--- src/rtl/sevenseg_pkg.sv ---
// Shared constants for the multiplexed seven-segment driver: active-high segment
// patterns (bit 0 = a .. bit 6 = g), display modes and converter FSM encoding.
package sevenseg_pkg;

    localparam logic [6:0] SEG_0     = 7'b0111111;
    localparam logic [6:0] SEG_1     = 7'b0000110;
    localparam logic [6:0] SEG_2     = 7'b1011011;
    localparam logic [6:0] SEG_3     = 7'b1001111;
    localparam logic [6:0] SEG_4     = 7'b1100110;
    localparam logic [6:0] SEG_5     = 7'b1101101;
    localparam logic [6:0] SEG_6     = 7'b1111101;
    localparam logic [6:0] SEG_7     = 7'b0000111;
    localparam logic [6:0] SEG_8     = 7'b1111111;
    localparam logic [6:0] SEG_9     = 7'b1101111;
    localparam logic [6:0] SEG_A     = 7'b1110111;
    localparam logic [6:0] SEG_B     = 7'b1111100;
    localparam logic [6:0] SEG_C     = 7'b0111001;
    localparam logic [6:0] SEG_D     = 7'b1011110;
    localparam logic [6:0] SEG_E     = 7'b1111001;
    localparam logic [6:0] SEG_F     = 7'b1110001;
    localparam logic [6:0] SEG_DASH  = 7'b1000000;
    localparam logic [6:0] SEG_BLANK = 7'b0000000;

    localparam logic MODE_HEX = 1'b0;
    localparam logic MODE_DEC = 1'b1;

    localparam logic [0:0] IDLE = 1'b0;
    localparam logic [0:0] CONV = 1'b1;

    function automatic logic [6:0] hex_to_seg(input logic [3:0] nibble);
        logic [6:0] pattern;
        case (nibble)
            4'h0:    pattern = SEG_0;
            4'h1:    pattern = SEG_1;
            4'h2:    pattern = SEG_2;
            4'h3:    pattern = SEG_3;
            4'h4:    pattern = SEG_4;
            4'h5:    pattern = SEG_5;
            4'h6:    pattern = SEG_6;
            4'h7:    pattern = SEG_7;
            4'h8:    pattern = SEG_8;
            4'h9:    pattern = SEG_9;
            4'hA:    pattern = SEG_A;
            4'hB:    pattern = SEG_B;
            4'hC:    pattern = SEG_C;
            4'hD:    pattern = SEG_D;
            4'hE:    pattern = SEG_E;
            default: pattern = SEG_F;
        endcase
        return pattern;
    endfunction

endpackage

--- src/rtl/bin2bcd_serial.sv ---
// Serial double-dabble converter: one bit per cycle, DATA_W cycles per conversion.
// bcd/overflow carry the final result combinationally during the cycle done is high.
module bin2bcd_serial
    import sevenseg_pkg::*;
#(
    parameter int DATA_W = 16,
    parameter int DIGITS = 4
) (
    input  logic                  clk,
    input  logic                  rst,
    input  logic                  start,
    input  logic [DATA_W-1:0]     bin,
    output logic                  busy,
    output logic                  done,
    output logic [4*DIGITS-1:0]   bcd,
    output logic                  overflow
);

    localparam int CNT_W = $clog2(DATA_W) + 1;

    logic [0:0]          state;
    logic [DATA_W-1:0]   bin_sr;
    logic [4*DIGITS-1:0] bcd_sr;
    logic [4*DIGITS-1:0] bcd_adj;
    logic                ovf_sr;
    logic [CNT_W-1:0]    count;

    always_comb begin
        bcd_adj = bcd_sr;
        for (int i = 0; i < DIGITS; i++) begin
            if (bcd_sr[4*i +: 4] >= 4'd5) begin
                bcd_adj[4*i +: 4] = bcd_sr[4*i +: 4] + 4'd3;
            end
        end
    end

    // A 1 leaving the top nibble means the value needs more digits than we have.
    assign bcd      = {bcd_adj[4*DIGITS-2:0], bin_sr[DATA_W-1]};
    assign overflow = ovf_sr | bcd_adj[4*DIGITS-1];
    assign busy     = (state == CONV);
    assign done     = (state == CONV) && (count == CNT_W'(DATA_W - 1));

    always_ff @(posedge clk or posedge rst) begin
        if (rst) begin
            state  <= IDLE;
            bin_sr <= '0;
            bcd_sr <= '0;
            ovf_sr <= 1'b0;
            count  <= '0;
        end else begin
            case (state)
                IDLE: begin
                    if (start) begin
                        bin_sr <= bin;
                        bcd_sr <= '0;
                        ovf_sr <= 1'b0;
                        count  <= '0;
                        state  <= CONV;
                    end
                end
                CONV: begin
                    bin_sr <= bin_sr << 1;
                    bcd_sr <= bcd;
                    ovf_sr <= overflow;
                    count  <= count + CNT_W'(1);
                    if (done) begin
                        state <= IDLE;
                    end
                end
                default: state <= IDLE;
            endcase
        end
    end

endmodule

--- src/rtl/sevenseg_scan_driver.sv ---
// Multiplexed seven-segment driver with hex/decimal rendering and overflow dashes.
// Optional leading-zero blanking is enabled by defining SEVENSEG_LZB_EN.
module sevenseg_scan_driver
    import sevenseg_pkg::*;
#(
    parameter int DIGITS         = 4,
    parameter int DATA_W         = 16,
    parameter int DIV_WIDTH      = 16,
    parameter int SEG_ACTIVE_LOW = 1,
    parameter int EN_ACTIVE_LOW  = 1
) (
    input  logic              clk,
    input  logic              rst,
    input  logic [DATA_W-1:0] value,
    input  logic              mode,
    input  logic              load,
    output logic              busy,
    output logic [6:0]        seg,
    output logic [DIGITS-1:0] en
);

    localparam int IDX_W = (DIGITS > 1) ? $clog2(DIGITS) : 1;
    localparam logic [6:0]        SEG_OFF = (SEG_ACTIVE_LOW != 0) ? 7'h7F : 7'h00;
    localparam logic [DIGITS-1:0] EN_OFF  = (EN_ACTIVE_LOW != 0) ? {DIGITS{1'b1}} : {DIGITS{1'b0}};

    logic                       accept;
    logic                       conv_start;
    logic                       conv_busy;
    logic                       conv_done;
    logic [4*DIGITS-1:0]        conv_bcd;
    logic                       conv_ovf;
    logic [DATA_W+4*DIGITS-1:0] value_ext;
    logic [4*DIGITS-1:0]        hex_digits;
    logic                       hex_ovf;
    logic [4*DIGITS-1:0]        disp;
    logic                       disp_ovf;
    logic [DIV_WIDTH-1:0]       prescaler;
    logic [IDX_W-1:0]           idx;
    logic [IDX_W-1:0]           idx_next;
    logic                       active;
    logic                       active_next;
    logic [3:0]                 digit_val [DIGITS];
    logic [DIGITS-1:0]          blank;
    logic [6:0]                 seg_hi;
    logic [DIGITS-1:0]          en_hi;

    assign accept     = load & ~conv_busy;
    assign conv_start = accept & (mode == MODE_DEC);
    assign busy       = conv_busy;

    bin2bcd_serial #(
        .DATA_W (DATA_W),
        .DIGITS (DIGITS)
    ) u_bin2bcd (
        .clk      (clk),
        .rst      (rst),
        .start    (conv_start),
        .bin      (value),
        .busy     (conv_busy),
        .done     (conv_done),
        .bcd      (conv_bcd),
        .overflow (conv_ovf)
    );

    // Zero-extend so narrow values fill the display and wide values expose their excess bits.
    assign value_ext  = {{(4*DIGITS){1'b0}}, value};
    assign hex_digits = value_ext[4*DIGITS-1:0];
    assign hex_ovf    = |(value_ext >> (4*DIGITS));

    always_ff @(posedge clk or posedge rst) begin
        if (rst) begin
            disp     <= '0;
            disp_ovf <= 1'b0;
        end else if (accept && (mode == MODE_HEX)) begin
            disp     <= hex_digits;
            disp_ovf <= hex_ovf;
        end else if (conv_done) begin
            disp     <= conv_bcd;
            disp_ovf <= conv_ovf;
        end
    end

    // The first prescaler wrap only switches the scan on; later wraps step the digit.
    always_comb begin
        idx_next    = idx;
        active_next = active;
        if (&prescaler) begin
            if (!active) begin
                active_next = 1'b1;
            end else if (idx == IDX_W'(DIGITS - 1)) begin
                idx_next = '0;
            end else begin
                idx_next = idx + IDX_W'(1);
            end
        end
    end

    always_ff @(posedge clk or posedge rst) begin
        if (rst) begin
            prescaler <= '0;
            idx       <= '0;
            active    <= 1'b0;
        end else begin
            prescaler <= prescaler + DIV_WIDTH'(1);
            idx       <= idx_next;
            active    <= active_next;
        end
    end

    always_comb begin
        for (int i = 0; i < DIGITS; i++) begin
            digit_val[i] = disp[4*i +: 4];
        end
    end

`ifdef SEVENSEG_LZB_EN
    logic upper_zero;

    always_comb begin
        blank      = '0;
        upper_zero = 1'b1;
        for (int i = DIGITS - 1; i >= 1; i--) begin
            if (digit_val[i] != 4'd0) begin
                upper_zero = 1'b0;
            end
            blank[i] = upper_zero;
        end
    end
`else
    assign blank = '0;
`endif

    always_comb begin
        en_hi = '0;
        if (!active_next) begin
            seg_hi = SEG_BLANK;
        end else begin
            en_hi = DIGITS'(1) << idx_next;
            if (disp_ovf) begin
                seg_hi = SEG_DASH;
            end else if (blank[idx_next]) begin
                seg_hi = SEG_BLANK;
            end else begin
                seg_hi = hex_to_seg(digit_val[idx_next]);
            end
        end
    end

    // Enable and segment data share one register stage so they always switch together.
    always_ff @(posedge clk or posedge rst) begin
        if (rst) begin
            seg <= SEG_OFF;
            en  <= EN_OFF;
        end else begin
            seg <= seg_hi ^ SEG_OFF;
            en  <= en_hi ^ EN_OFF;
        end
    end

endmodule

--- config.mk ---
export PLATFORM = sky130hd
export DESIGN_NAME = sevenseg_scan_driver
export DESIGN_NICKNAME = d
export VERILOG_FILES = /design/src/rtl/sevenseg_pkg.sv /design/src/rtl/bin2bcd_serial.sv /design/src/rtl/sevenseg_scan_driver.sv
export SDC_FILE = /design/constraint.sdc
export NUM_CORES = 1
export LEC_CHECK = 0
export CAP_MARGIN = 20
export CORE_ASPECT_RATIO = 1.75
export CORE_MARGIN = 4
export CORE_UTILIZATION = 25
export CTS_CLUSTER_DIAMETER = 200
export DETAILED_ROUTE_END_ITERATION = 8
export GPL_TIMING_DRIVEN = 0
export PLACE_DENSITY = 0.41
export SLEW_MARGIN = 20
export SYNTH_ARGS = -nofsm -noshare
export SYNTH_HDL_FRONTEND = slang
export SYNTH_SLANG_ARGS = --single-unit
--- constraint.sdc ---
create_clock -name clk -period 7.2 [get_ports clk]
set_input_delay 1.8 -clock clk [delete_from_list [all_inputs] [get_ports clk]]
set_output_delay 1.8 -clock clk [all_outputs]
set_load 0.1 [all_outputs]
* Yosys cells after proc, flatten, opt, wreduce, memory -nomap -nowiden
Memories as Yosys holds them, arrays and structs flattened. Index checks and enable logic that the tools add are counted. Widths: inputs -> output; s select.
Storage, ports and cells: memories kept 1, bits in read-only memories 112, word-level logic and storage cells 74, register bits after elaboration 86, input bits 20
Cells by class: add/sub/neg operators 7, bitwise gates (word level) 8, magnitude comparators 6, shift-type cells 1, multiplexer cells 32, eq/ne operators 3, reductions and logical operators 4
Memory list:
- (no name shown) | depth 16, bits a word 7, rd ports 1, clocked after memory_dff 0, write ports 0, line sevenseg_pkg.sv:32 | case (nibble)
Operator list (count):
- $mux 16 | 4
- $pmux 16 s2 | 2
- $mux 4 | 7
- $mux 7 | 3
- $add 16x1->16 const B | 1
- $add 4x2->4 const B | 4
- $ge 4x3->1 const B | 4
- $reduce_and 16->1 | 1
- $pmux 5 s2 | 1
- $bmux 4 s2 | 1
- $mux 1 | 7
- $not 7->7 | 1
- $mux 2 | 3
- $add 5x1->5 const B | 1
- $eq 5x4->1 const B | 1
- $mux 5 | 1
- $not 4->4 | 1
- $pmux 1 s2 | 2
- $shl 1x2->4 const A | 1
- $ge 3x3->1 const B | 1
- $lt 2x3->1 const B | 1
- $not 2->3 | 1
- $add 2x1->2 const B | 1
- $and 1x1->1 | 2
- other kinds (7) | 9

* Longest topological paths before layout
An unclocked memory read counts as a cell.
depth in word-level cells 13, mapped depth 13, gate-level depth less buffers 12

* Modules after synthesis
A second synthesis with hierarchy kept.
Second synthesis, totals: cell total of the unflattened synthesis 521, area, all modules 4947.2 um^2
Modules (own cells, without submodules):
- sevenseg_scan_driver | area each 2613.8 um^2, instances 1, cells an instance 262
- bin2bcd_serial | area each 2333.5 um^2, instances 1, cells an instance 259

* Least setup slack after synthesis
No wires, ideal clock.
path kind input-to-reg, start point input port mode, end point register u_bin2bcd.bin_sr[1], stages on the path 5, arrival time 2.973 ns, path slack 4.092 ns, setup time 0.135 ns, data required time 7.065 ns, path through nand3_1 -> clkbuf_1 -> buf_1 -> mux2i_1 -> o21ai_0
On the way: longest elaborated chain between the ends 2
RTL lines:
- start: declaration | line sevenseg_scan_driver.sv:15 | input logic mode,
- $and 1x1->1 | line sevenseg_scan_driver.sv:48 | assign conv_start = accept & (mode == MODE_DEC);
- $ne 2x2->1 (no line)
- end signal: assignment | line bin2bcd_serial.sv:54 | bin_sr <= bin;
- end signal: assignment | line bin2bcd_serial.sv:62 | bin_sr <= bin_sr << 1;
- end: declaration | line bin2bcd_serial.sv:22 | logic [DATA_W-1:0] bin_sr;
Every way passes these cells. A chain may end at the register's enable or synchronous reset.

* Worst setup path after layout
start point register seg[5], end point output port seg[5]
RTL lines:
- start: declaration | line sevenseg_scan_driver.sv:18 | output logic [6:0] seg,
- start signal: assignment | line sevenseg_scan_driver.sv:155 | seg <= seg_hi ^ SEG_OFF;
No word-level cell between the ends.

==> results.md <==
- run status: finished, final reports clean
- launch point of the critical path: seg[5]$_DFF_PP1_
- simple-gate share of the synthesized area: 0.157
- worst reg-to-reg setup slack: 3.70 ns
- fin crit period: 3.78 ns
- overall via count from detail_route: 3430
- capturing element of the worst setup path: seg[5]
- post-synthesis share of cell area spent on full adders, half adders and majority gates: 0.0397
- vias in the first global route: 3640
- post-CTS setup buffer count: 0
- proportion of layout cells with a drive suffix above 1: 0.0878
- max-slew violations: 0
- number of cells traversed by the worst register-to-register path: 11
- total number of cells along the worst setup path: 1
- xor/xnor share of the synthesized area: 0.0499
- ports placed on the boundary: 32
- fill cell total of the finished layout: 1862
- mean number of vias per cell: 4.76
- area share of the leading cell type in the synthesized netlist: 0.425
- number of antenna violations at the first check in global routing: 0
- die width: 108 um
- setup repair after global routing missed its margin: false
- initial core utilization: 0.253
- die outline area: 0.0199 mm^2
- number of optimization iterations in the first detailed-route pass: 4
- Layout Area Growth over Synthesis: 22.2%
- number of buffer cells added on primary ports: 31
- antenna viol nets, final: 0
- weighted congestion at the end of routability-driven global placement: 0.808
- summed instance area of the synthesized netlist: 0.00441 mm^2
- standard cell core area: 0.0175 mm^2
- Synth top cells by count: dfrtp_1 (75), o21ai_0 (53), nand2_1 (46), nand3_1 (30), mux2i_1 (23)
- number of violations reported at the end of detailed-routing iteration 0: 157
- compound-gate portion of the synthesized area: 0.159
- clock buffer count from CTS: 9
- wire length of the first global-routing pass: 19600 um
- vertical extent of the die: 184 um
- FF-to-FF Start: prescaler[0]$_DFF_PP0_
- Unique masters post-synth: 52
- Leak Pwr: 0.00230 uW
- FP Rows: 64
- number of cells produced by synthesis: 442
- final-report hold violation count: 0
- number of warnings issued by yosys: 0
- Synth Register Bits: 86
- Synth async-reset ratio: 1.00
- n_diodes: 0
- dominant cell by count in the synthesized netlist: dfrtp_1
- worst hold path type: flip-flop to flip-flop
- clock tree from TritonCTS: done
- count of flip-flops with a built-in enable after synthesis: 0
- Setup violations, final: 0
- endpoint kind of the worst setup timing path: primary output
- CTS-repair resized insts: 0
- number of max-cap violations: 0
- number of buffer and inverter stages on the critical path: 1
- CTS Root Buffer Type: clkbuf_16
- Synth Area per Inst: 9.99 um^2
- Worst-Margin Slew: 0.971 ns
- arrival time of the worst setup path: 1.98 ns
- DP Wirelength: 9290 um
- # clock sinks: 86
- DRC: 0
- remaining global-route overflow: 0
- share of cell area taken by muxes after synthesis: 0.0663
- Total Routing Usage GR: 0.129
- pin count of the biggest net entering global routing: 55
- Final nets: 519
- leading cell types by total area after synthesis: dfrtp_1 (43%), dfstp_2 (6.5%), o21ai_0 (6.0%)
- synthesized net count: 476
- portion of the post-synthesis area used by sequential elements: 0.491
- cell type with the highest aggregate area in the netlist: dfrtp_1
- largest fanout on the critical path: 1
- final clock skew: 0.00936 ns
- IR Drop Worst-Case VDD: 0.100 mV
- Fin Setup TNS: 0 ns
- power density normalized to cell area: 352 mW/mm^2
- biggest cell delay along the critical path: 1.13 ns
- total detailed-routing wirelength: 12100 um
- peak clock frequency supported by timing: 0.264 GHz
- maximum buffer depth of the clock tree: 2
- kind of launch point of the worst setup path: flip-flop
- FF+latch area: 0.00217 mm^2
- cell family contributing the most delay on the critical path: buffers and inverters
- class of the most critical setup path: flip-flop to primary output
- cts hold-fix bufs: 0
- H-tree depth: 3
- latest clock arrival within the worst-skew pair: 0.34 ns
- combinational family with the most area after synthesis: compound AO/OA/AOI/OAI gates
- average routed wire per standard cell: 16.8 um
- cell-by-cell trace of the critical path: clkdlybuf4s50_1
- multi-input combinational cell area: 0.00208 mm^2
- normalized max-slew margin: 0.351
- share of the clock period used by the worst path: 0.525
- Power, Total: 1900 uW
- master of the slowest instance on the critical path: clkdlybuf4s50_1
- required time worst endpoint: 5.40 ns
- clock slew at reported path FFs: 0.06 ns
- top_reg_cell synth: dfrtp_1
- endpoint of the lowest-slack register-to-register path: seg[1]$_DFF_PP1_
[worst min-delay path by stage]
stage | from | endpoint | slack, ns | depth (start not counted)
floorplan | prescaler[0]$_DFF_PP0_ | prescaler[0]$_DFF_PP0_ | 0.42 | 1
global placement | prescaler[0]$_DFF_PP0_ | prescaler[0]$_DFF_PP0_ | 0.44 | 1
detailed placement | prescaler[0]$_DFF_PP0_ | prescaler[0]$_DFF_PP0_ | 0.44 | 1
CTS | prescaler[0]$_DFF_PP0_ | prescaler[0]$_DFF_PP0_ | 0.45 | 1
global route | prescaler[0]$_DFF_PP0_ | prescaler[0]$_DFF_PP0_ | 0.50 | 1
finish | prescaler[0]$_DFF_PP0_ | prescaler[0]$_DFF_PP0_ | 0.44 | 1
[power by group]
part	leakage, uW	internal (uW)	switching [uW]
sequential	0.00108	616	117
combinational	0.00105	247	377
clock	0.000166	349	192
total	0.00230	1210	686
[cells in the final DEF, fill, tap and decap left out, types with 3 or more instances in the layout]
cell / instances
nand2_1: 46
nor4_1: 3
nand3_1: 30
dfrtp_1: 75
ha_1: 14
nand4_1: 9
nand2b_1: 10
clkbuf_16: 9
nor2_1: 19
mux2_2: 3
inv_1: 21
dfstp_2: 11
nor3b_1: 7
mux2i_1: 23
a211oi_1: 4
a221o_1: 4
o21ai_0: 53
o211ai_1: 3
xnor2_1: 12
a21oi_1: 12
a222oi_1: 4
a22o_1: 3
clkbuf_1: 20
bufinv_16: 3
xor2_1: 10
clkdlybuf4s50_1: 31
a22oi_1: 12
[state kept, by name, summed over array words and instances, names as in the netlist, 2 cells and up]
name,flops
en,4
u_bin2bcd.count,5
prescaler,16
disp,16
u_bin2bcd.bin_sr,16
seg,7
idx,2
u_bin2bcd.bcd_sr,16
[metrics by stage]
step	hold slack (ns)	setup slack, ns	cells	util	area [um^2]
3_3_place_gp	0.436	1.68	704	0.287	5010
6_report	0.444	3.42	721	0.309	5390
4_1_cts	0.451	3.39	721	0.309	5390
3_5_place_dp	0.442	3.16	705	0.289	5040
2_1_floorplan	0.422	3.20	442	-	4410
5_1_grt	0.503	3.36	721	0.309	5390
[kinds of logic after synthesis]
family / count (synthesis)
fa+ha+maj: 14
buf+inv: 44
xor+xnor: 23
simple gates: 137
compound gates: 110
mux: 28
flops: 86
[worst register-to-register path: cells and delay by family (launching register included)]
| family | cells | cell delay [ns] |
|---|---|---|
| buffers and inverters | 2 | 0.40 |
| AO/OA/AOI/OAI | 2 | 0.47 |
| adder cells (fa/ha/maj) | 2 | 0.67 |
| multiplexers | 2 | 0.58 |
| AND/OR/NAND/NOR | 3 | 0.96 |
| flip-flops | 1 | 0.36 |
[layout make-up]
cell class,instances,share of cell area
Sequential cell,86,0.402
Tap cell,231,0.0536
Timing Repair Buffer,32,0.0626
Buffer,22,0.0155
Clock buffer,11,0.0450
Multi-Input combinational cell,312,0.386
Clock inverter,5,0.0197
Inverter,22,0.0158
[per-layer routing]
metal | vias up | global-route usage | part of all wire
met5 | - | 0 | 0
met3 | 20 | 0.0204 | 0.025
met4 | 0 | 0.0677 | 0.038
met2 | 50 | 0.242 | 0.56
met1 | 1690 | 0.135 | 0.38
li1 | 1670 | - | -
No activity file was read; power rests on OpenSTA's default activity.
==> variant 1, RTL diff (same settings) <==
`DIGITS` is set to 4 in 2 places; all go to 2.
--- a/src/rtl/bin2bcd_serial.sv
+++ b/src/rtl/bin2bcd_serial.sv
@@ -6,3 +6,3 @@
     parameter int DATA_W = 16,
-    parameter int DIGITS = 4
+    parameter int DIGITS = 2
 ) (
--- a/src/rtl/sevenseg_scan_driver.sv
+++ b/src/rtl/sevenseg_scan_driver.sv
@@ -5,3 +5,3 @@
 #(
-    parameter int DIGITS         = 4,
+    parameter int DIGITS         = 2,
     parameter int DATA_W         = 16,
Interface: changed (resized en); port bits go from 32 to 30. No check against the original RTL was run, so the function may have changed too.
==> variant 1 against the unedited design <==
  * Via count decreased by 30%
  * Clock skew fell by 0.0027 ns
  * Count of clock-buffer cells in the layout rose by 3
  * Die area decreased by 27%
  * Power decreased by 25%
  * Synthesized area decreased by 29%
  * Routed wire length shrank 38%
  * Sequential cell count down 19
  * Global-route usage down 1.5 points
  * Worst setup slack gained 0.023 ns
  * Sequential power fell by 23%
  * Cell area shrank 27%
  * Synthesized cell count is 30% lower
  * Critical path type unchanged
==> variant 1: results (changes against the unedited design) <==
status: "completed"
crit_fanout: 1  # unchanged
critPathTopFamily: "buffers and inverters"
dp_slack_ns: 3.693  # +0.5363 ns
drive_above_1_share_pct: 8.964  # +0.19 points
use_met2_pct: 19.80  # -4.4 points
cts_made_buffers: 9  # unchanged
layout.nets: 382  # -26%
grt_pass1_vias: 2442  # -33%
layout.cells.non_filler: 525  # -27%
hp-class: "reg -> reg"
cp_slowest_cell: "clkdlybuf4s50_1"
grt_max_degree: 38  # -31%
crit_arrival_ns: 1.96  # -0.02 ns
antenna_cells: 0  # unchanged
track_usage_pct: 11.39  # -1.5 points
grt_pass1_wl_mm: 12.81  # -35%
tightest_slew_ns: 0.9698  # -0.001189 ns
fin_ws_ns: 3.441  # +0.02265 ns
io_buffer_count: 29  # -6.5%
dp_hpwl_mm: 5.586  # -40%
routed_wl_mm: 7.462  # -38%
p_leak_nw: 1.702  # -26%
drtIter0Drc: 86  # -45%
post_cts_buffers: 0  # unchanged
ir_drop_v: 0.0001061  # +5.6%
hold-path-endpoint: "prescaler[0]"
dp.cells: 509  # -28%
regToRegEndpoint: "seg[3]"
hold_slack_ns: 0.4713  # +0.02694 ns
min-delay-start: "prescaler[0]"
avgSynthCellArea_sq_um: 10.14  # +1.5%
synth.distinct_cells: 36  # -31%
r2r_slack_ns: 4.38  # +0.68 ns
r2r_cells: 9  # -2
syn_nets: 341  # -28%
holdPathStages: 1  # unchanged
clkTransAtPathRegs_ns: 0.05
drt_first_pass_iters: 4  # unchanged
top_regs: "prescaler x16, u_bin2bcd.bin_sr x16"
htree_num_levels: 3  # unchanged
gp_congestion: 0.7621  # -5.7%
viasPerCell: 4.541  # -4.5%
ctsResizeCount: 0  # unchanged
ys_async_sr_fraction_pct: 100.0  # unchanged
grt_use_met3_pct: 2.790  # +0.75 points
cts-root-buf: "clkbuf_16"
slowest_delay_ns: 1.12
worst_clock_skew_ns: 0.006626  # -0.002732 ns
ys_seq_area_share_pct: 53.53  # +4.5 points
ys_top_cells_by_count: "58 x dfrtp_1, 40 x nor2_1, 32 x nand2_1"
grt_use_met1_pct: 13.05  # -0.40 points
synth_ff_type: "dfrtp_1"
yosys_warnings: 0  # unchanged
r2r_start: "prescaler[0]"
synth.top_cells.by_area: "dfrtp_1 46%, dfstp_2 7.5%, nor2_1 4.8%, ha_1 4.0%, nand2_1 3.8%"
-- variant 1: cell count changes in the layout (fill, tap and decap cells not counted), moves of 8 or more --
cell	before	now
clkbuf_1	20	12
dfrtp_1	75	58
inv_1	21	12
mux2i_1	23	5
nand2_1	46	32
nand2b_1	10	2
nand3_1	30	13
nor2_1	19	40
o21ai_0	53	22
o22ai_1	1	18
-- variant 1: cell type report --
type | count | area [sq um]
buffer | 10 | 37.54
clock buffer | 14 | 264.0
clock inverter | 2 | 10.01
fill | 1344 | 8482
inverter | 13 | 51.30
multi-input combinational | 221 | 1379
sequential | 67 | 1688
tap | 168 | 210.2
timing repair buffer | 30 | 310.3
-- variant 1: worst max path at each step --
stage,start,endpoint
after floorplan,rst,active
after global placement,rst,u_bin2bcd.bcd_sr[7]
after detailed placement,mode,u_bin2bcd.count[2]
after CTS,seg[5],seg[5]
after global routing,seg[4],seg[4]
final,seg[5],seg[5]
-- variant 1: cells by family after synthesis --
group           synth area share (%)
flops                          53.53
simple gates                   17.62
compound gates                 13.49
buf+inv                        2.738
mux                            3.135
xor+xnor                       5.516
fa+ha+maj                      3.968
-- variant 1: report_power, final --
group	internal (mW)	total (mW)	leakage [nW]	switching (mW)
sequential	0.484	0.563	0.815	0.0789
combinational	0.187	0.462	0.750	0.275
clock	0.251	0.405	0.137	0.154
total	0.922	1.43	1.70	0.508
-- variant 1: stage by stage --
stage               power (mW)  cell area (sq um)  util, %
floorplan               0.9007               3153        -
global placement         1.028               3654    29.39
finish                   1.430               3950    31.77
global route             1.548               3950    31.77
detailed placement       1.040               3676    29.57
CTS                      1.457               3950    31.77
-- variant 1: layer usage --
layer	share of wire (%)	vias to the layer above
met5	0	-
met4	1.7	0
met3	3.4	10
met2	54	44
met1	41	1145
li1	-	1185
-- variant 1: worst reg2reg max path, cell delays in order (launching register included) --
cell and delay, ns:
dfrtp_1 0.40, ha_1 0.25, nand4_1 0.13, nor4_4 0.06, xnor2_2 0.46, mux2i_1 0.60
inv_1 0.21, ha_1 0.30, a211oi_1 0.20, o21ai_0 0.11
==> variant 2, RTL diff (same flow settings) <==
Without the edit above. Register the output `en` once more, without a reset; this adds one clock of latency there. The other outputs are not delayed to match.
--- a/src/rtl/sevenseg_scan_driver.sv
+++ b/src/rtl/sevenseg_scan_driver.sv
@@ -24,2 +24,4 @@
     localparam logic [DIGITS-1:0] EN_OFF  = (EN_ACTIVE_LOW != 0) ? {DIGITS{1'b1}} : {DIGITS{1'b0}};
+
+    logic [DIGITS-1:0] en_s0;
 
@@ -152,7 +154,11 @@
             seg <= SEG_OFF;
-            en  <= EN_OFF;
+            en_s0 <= EN_OFF;
         end else begin
             seg <= seg_hi ^ SEG_OFF;
-            en  <= en_hi ^ EN_OFF;
+            en_s0 <= en_hi ^ EN_OFF;
         end
+    end
+
+    always_ff @(posedge clk) begin
+        en <= en_s0;
     end
Check against the original RTL: same outputs for any inputs over 10 cycles, from zero or initial values and one cycle with rst high; that may be too few to reach the edited logic, so the function may still have changed.
==> variant 2 against the unedited design <==
  * Count of clock-buffer cells in the layout shrank 2
  * Core utilization is essentially flat
  * Die area grew 1.8%
  * Hold slack lost 0.051 ns
  * Cell count shrank 0.28%
  * Sequential cell count grew 4
  * Synthesized area grew 1.9%
  * Critical path depth is the same
  * Sequential share of layout area grew 1.1 points
  * Worst setup slack gained 0.0097 ns
  * Power grew 4.2%
  * Routed wire length grew 0.21%
  * Cell area grew 0.97%
  * Register-to-register slack gained 0.24 ns
==> variant 2: results (changes against the unedited design) <==
status: "completed"
cp-startpoint: "seg[1]"
routed_wl_mm: 12.12  # +0.21%
io_buffer_count: 31  # unchanged
dp.cells: 704  # -0.14%
cts-root-buf: "clkbuf_16"
place_area_sq_mm: 0.005129  # +1.7%
htree_num_levels: 3  # unchanged
clkTransAtPathRegs_ns: 0.06  # about the same
holdPathStages: 0  # -1
slowest_delay_ns: 1.12
synth_mux_area_share_pct: 3.059  # -3.6 points
ir_drop_v: 0.0001191  # +19%
worst_clock_skew_ns: 0.007696  # -0.001662 ns
r2r_start: "prescaler[0]"
synth.top_cells.by_area: "dfrtp_1 42%, dfstp_2 6.4%, nor2_1 4.3%, ha_1 3.9%, o21ai_0 3.1%"
synth.distinct_cells: 62  # +19%
grt_max_degree: 55  # unchanged
grt_pass1_wl_mm: 19.20  # -2.0%
grt_pass1_vias: 3503  # -3.8%
tightest_slew_ns: 0.9757  # +0.004675 ns
layout.nets: 518  # -0.19%
ys_async_sr_fraction_pct: 95.56  # -4.4 points
dp_slack_ns: 3.211  # +0.05467 ns
layout.cells.non_filler: 719  # -0.28%
drtIter0Drc: 146  # -7.0%
synth_adder_area_share_pct: 3.893  # -0.075 points
ys_top_cells_by_count: "75 x dfrtp_1, 51 x nor2_1, 33 x nand2_1"
n_fill_cell: 1846  # -0.86%
post_cts_buffers: 0  # unchanged
syn_nets: 475  # -0.21%
r2r_cells: 9  # -2
p_leak_nw: 2.226  # -3.3%
track_usage_pct: 12.49  # -0.43 points
min-delay-start: "en_s0[2]"
antenna_cells: 0  # unchanged
synth_compound_area_share_pct: 16.66  # +0.76 points
clkLatencyLatePin_ns: 0.34  # about the same
gp_congestion: 0.8096  # +0.20%
cp_slowest_cell: "clkdlybuf4s50_1"
dp_hpwl_mm: 9.280  # -0.15%
ys_seq_area_share_pct: 49.92  # +0.85 points
avgSynthCellArea_sq_um: 10.20  # +2.2%
synth-xor-area-share_pct: 5.089  # +0.10 points
viasPerCell: 4.832  # +1.6%
drive_above_1_share_pct: 10.86  # +2.1 points
[variant 2: cell count changes in the layout (fill, tap and decap cells not counted), moves of 7 or more]
cell / before / now
nor2_1: 19 / 51
o21ai_0: 53 / 28
o22ai_1: 1 / 21
mux2i_1: 23 / 7
nand2_1: 46 / 33
inv_1: 21 / 12
nand3_1: 30 / 22
clkbuf_1: 20 / 13
[variant 2: layout make-up]
class | count | area (sq um) | share of cell area [%]
timing repair buffer | 32 | 337.8 | 6.204
tap | 231 | 289.0 | 5.308
multi-input combinational | 315 | 2079 | 38.19
sequential | 90 | 2246 | 41.25
buffer | 21 | 112.6 | 2.068
clock inverter | 6 | 91.34 | 1.677
clock buffer | 9 | 225.2 | 4.136
inverter | 15 | 63.81 | 1.172
[variant 2: report_power, final]
part | leakage [nW] | internal (mW) | total (mW) | switching, mW
Combinational | 0.991 | 0.286 | 0.696 | 0.410
Clock | 0.156 | 0.304 | 0.508 | 0.204
Sequential | 1.08 | 0.652 | 0.775 | 0.123
Total | 2.23 | 1.24 | 1.98 | 0.736
[variant 2: routing by layer]
| layer | track usage (%) | vias up | share of wire, % |
|---|---|---|---|
| met1 | 13.34 | 1750 | 38 |
| met2 | 24.54 | 51 | 59 |
| met3 | 1.805 | 8 | 2.3 |
| met5 | 0 | - | 0 |
| met4 | 3.744 | 0 | 1.4 |
| li1 | - | 1665 | - |
[variant 2: final timing paths]
path	end	slack (ns)
worst max register to register	seg[1]	3.94
min in group asynchronous	prescaler[5]	1.82
max in group asynchronous	seg[3]	4.68
worst max-delay path	seg[1]	3.43
worst min register to register	en[2]	0.39
worst min-delay path	en[2]	0.39
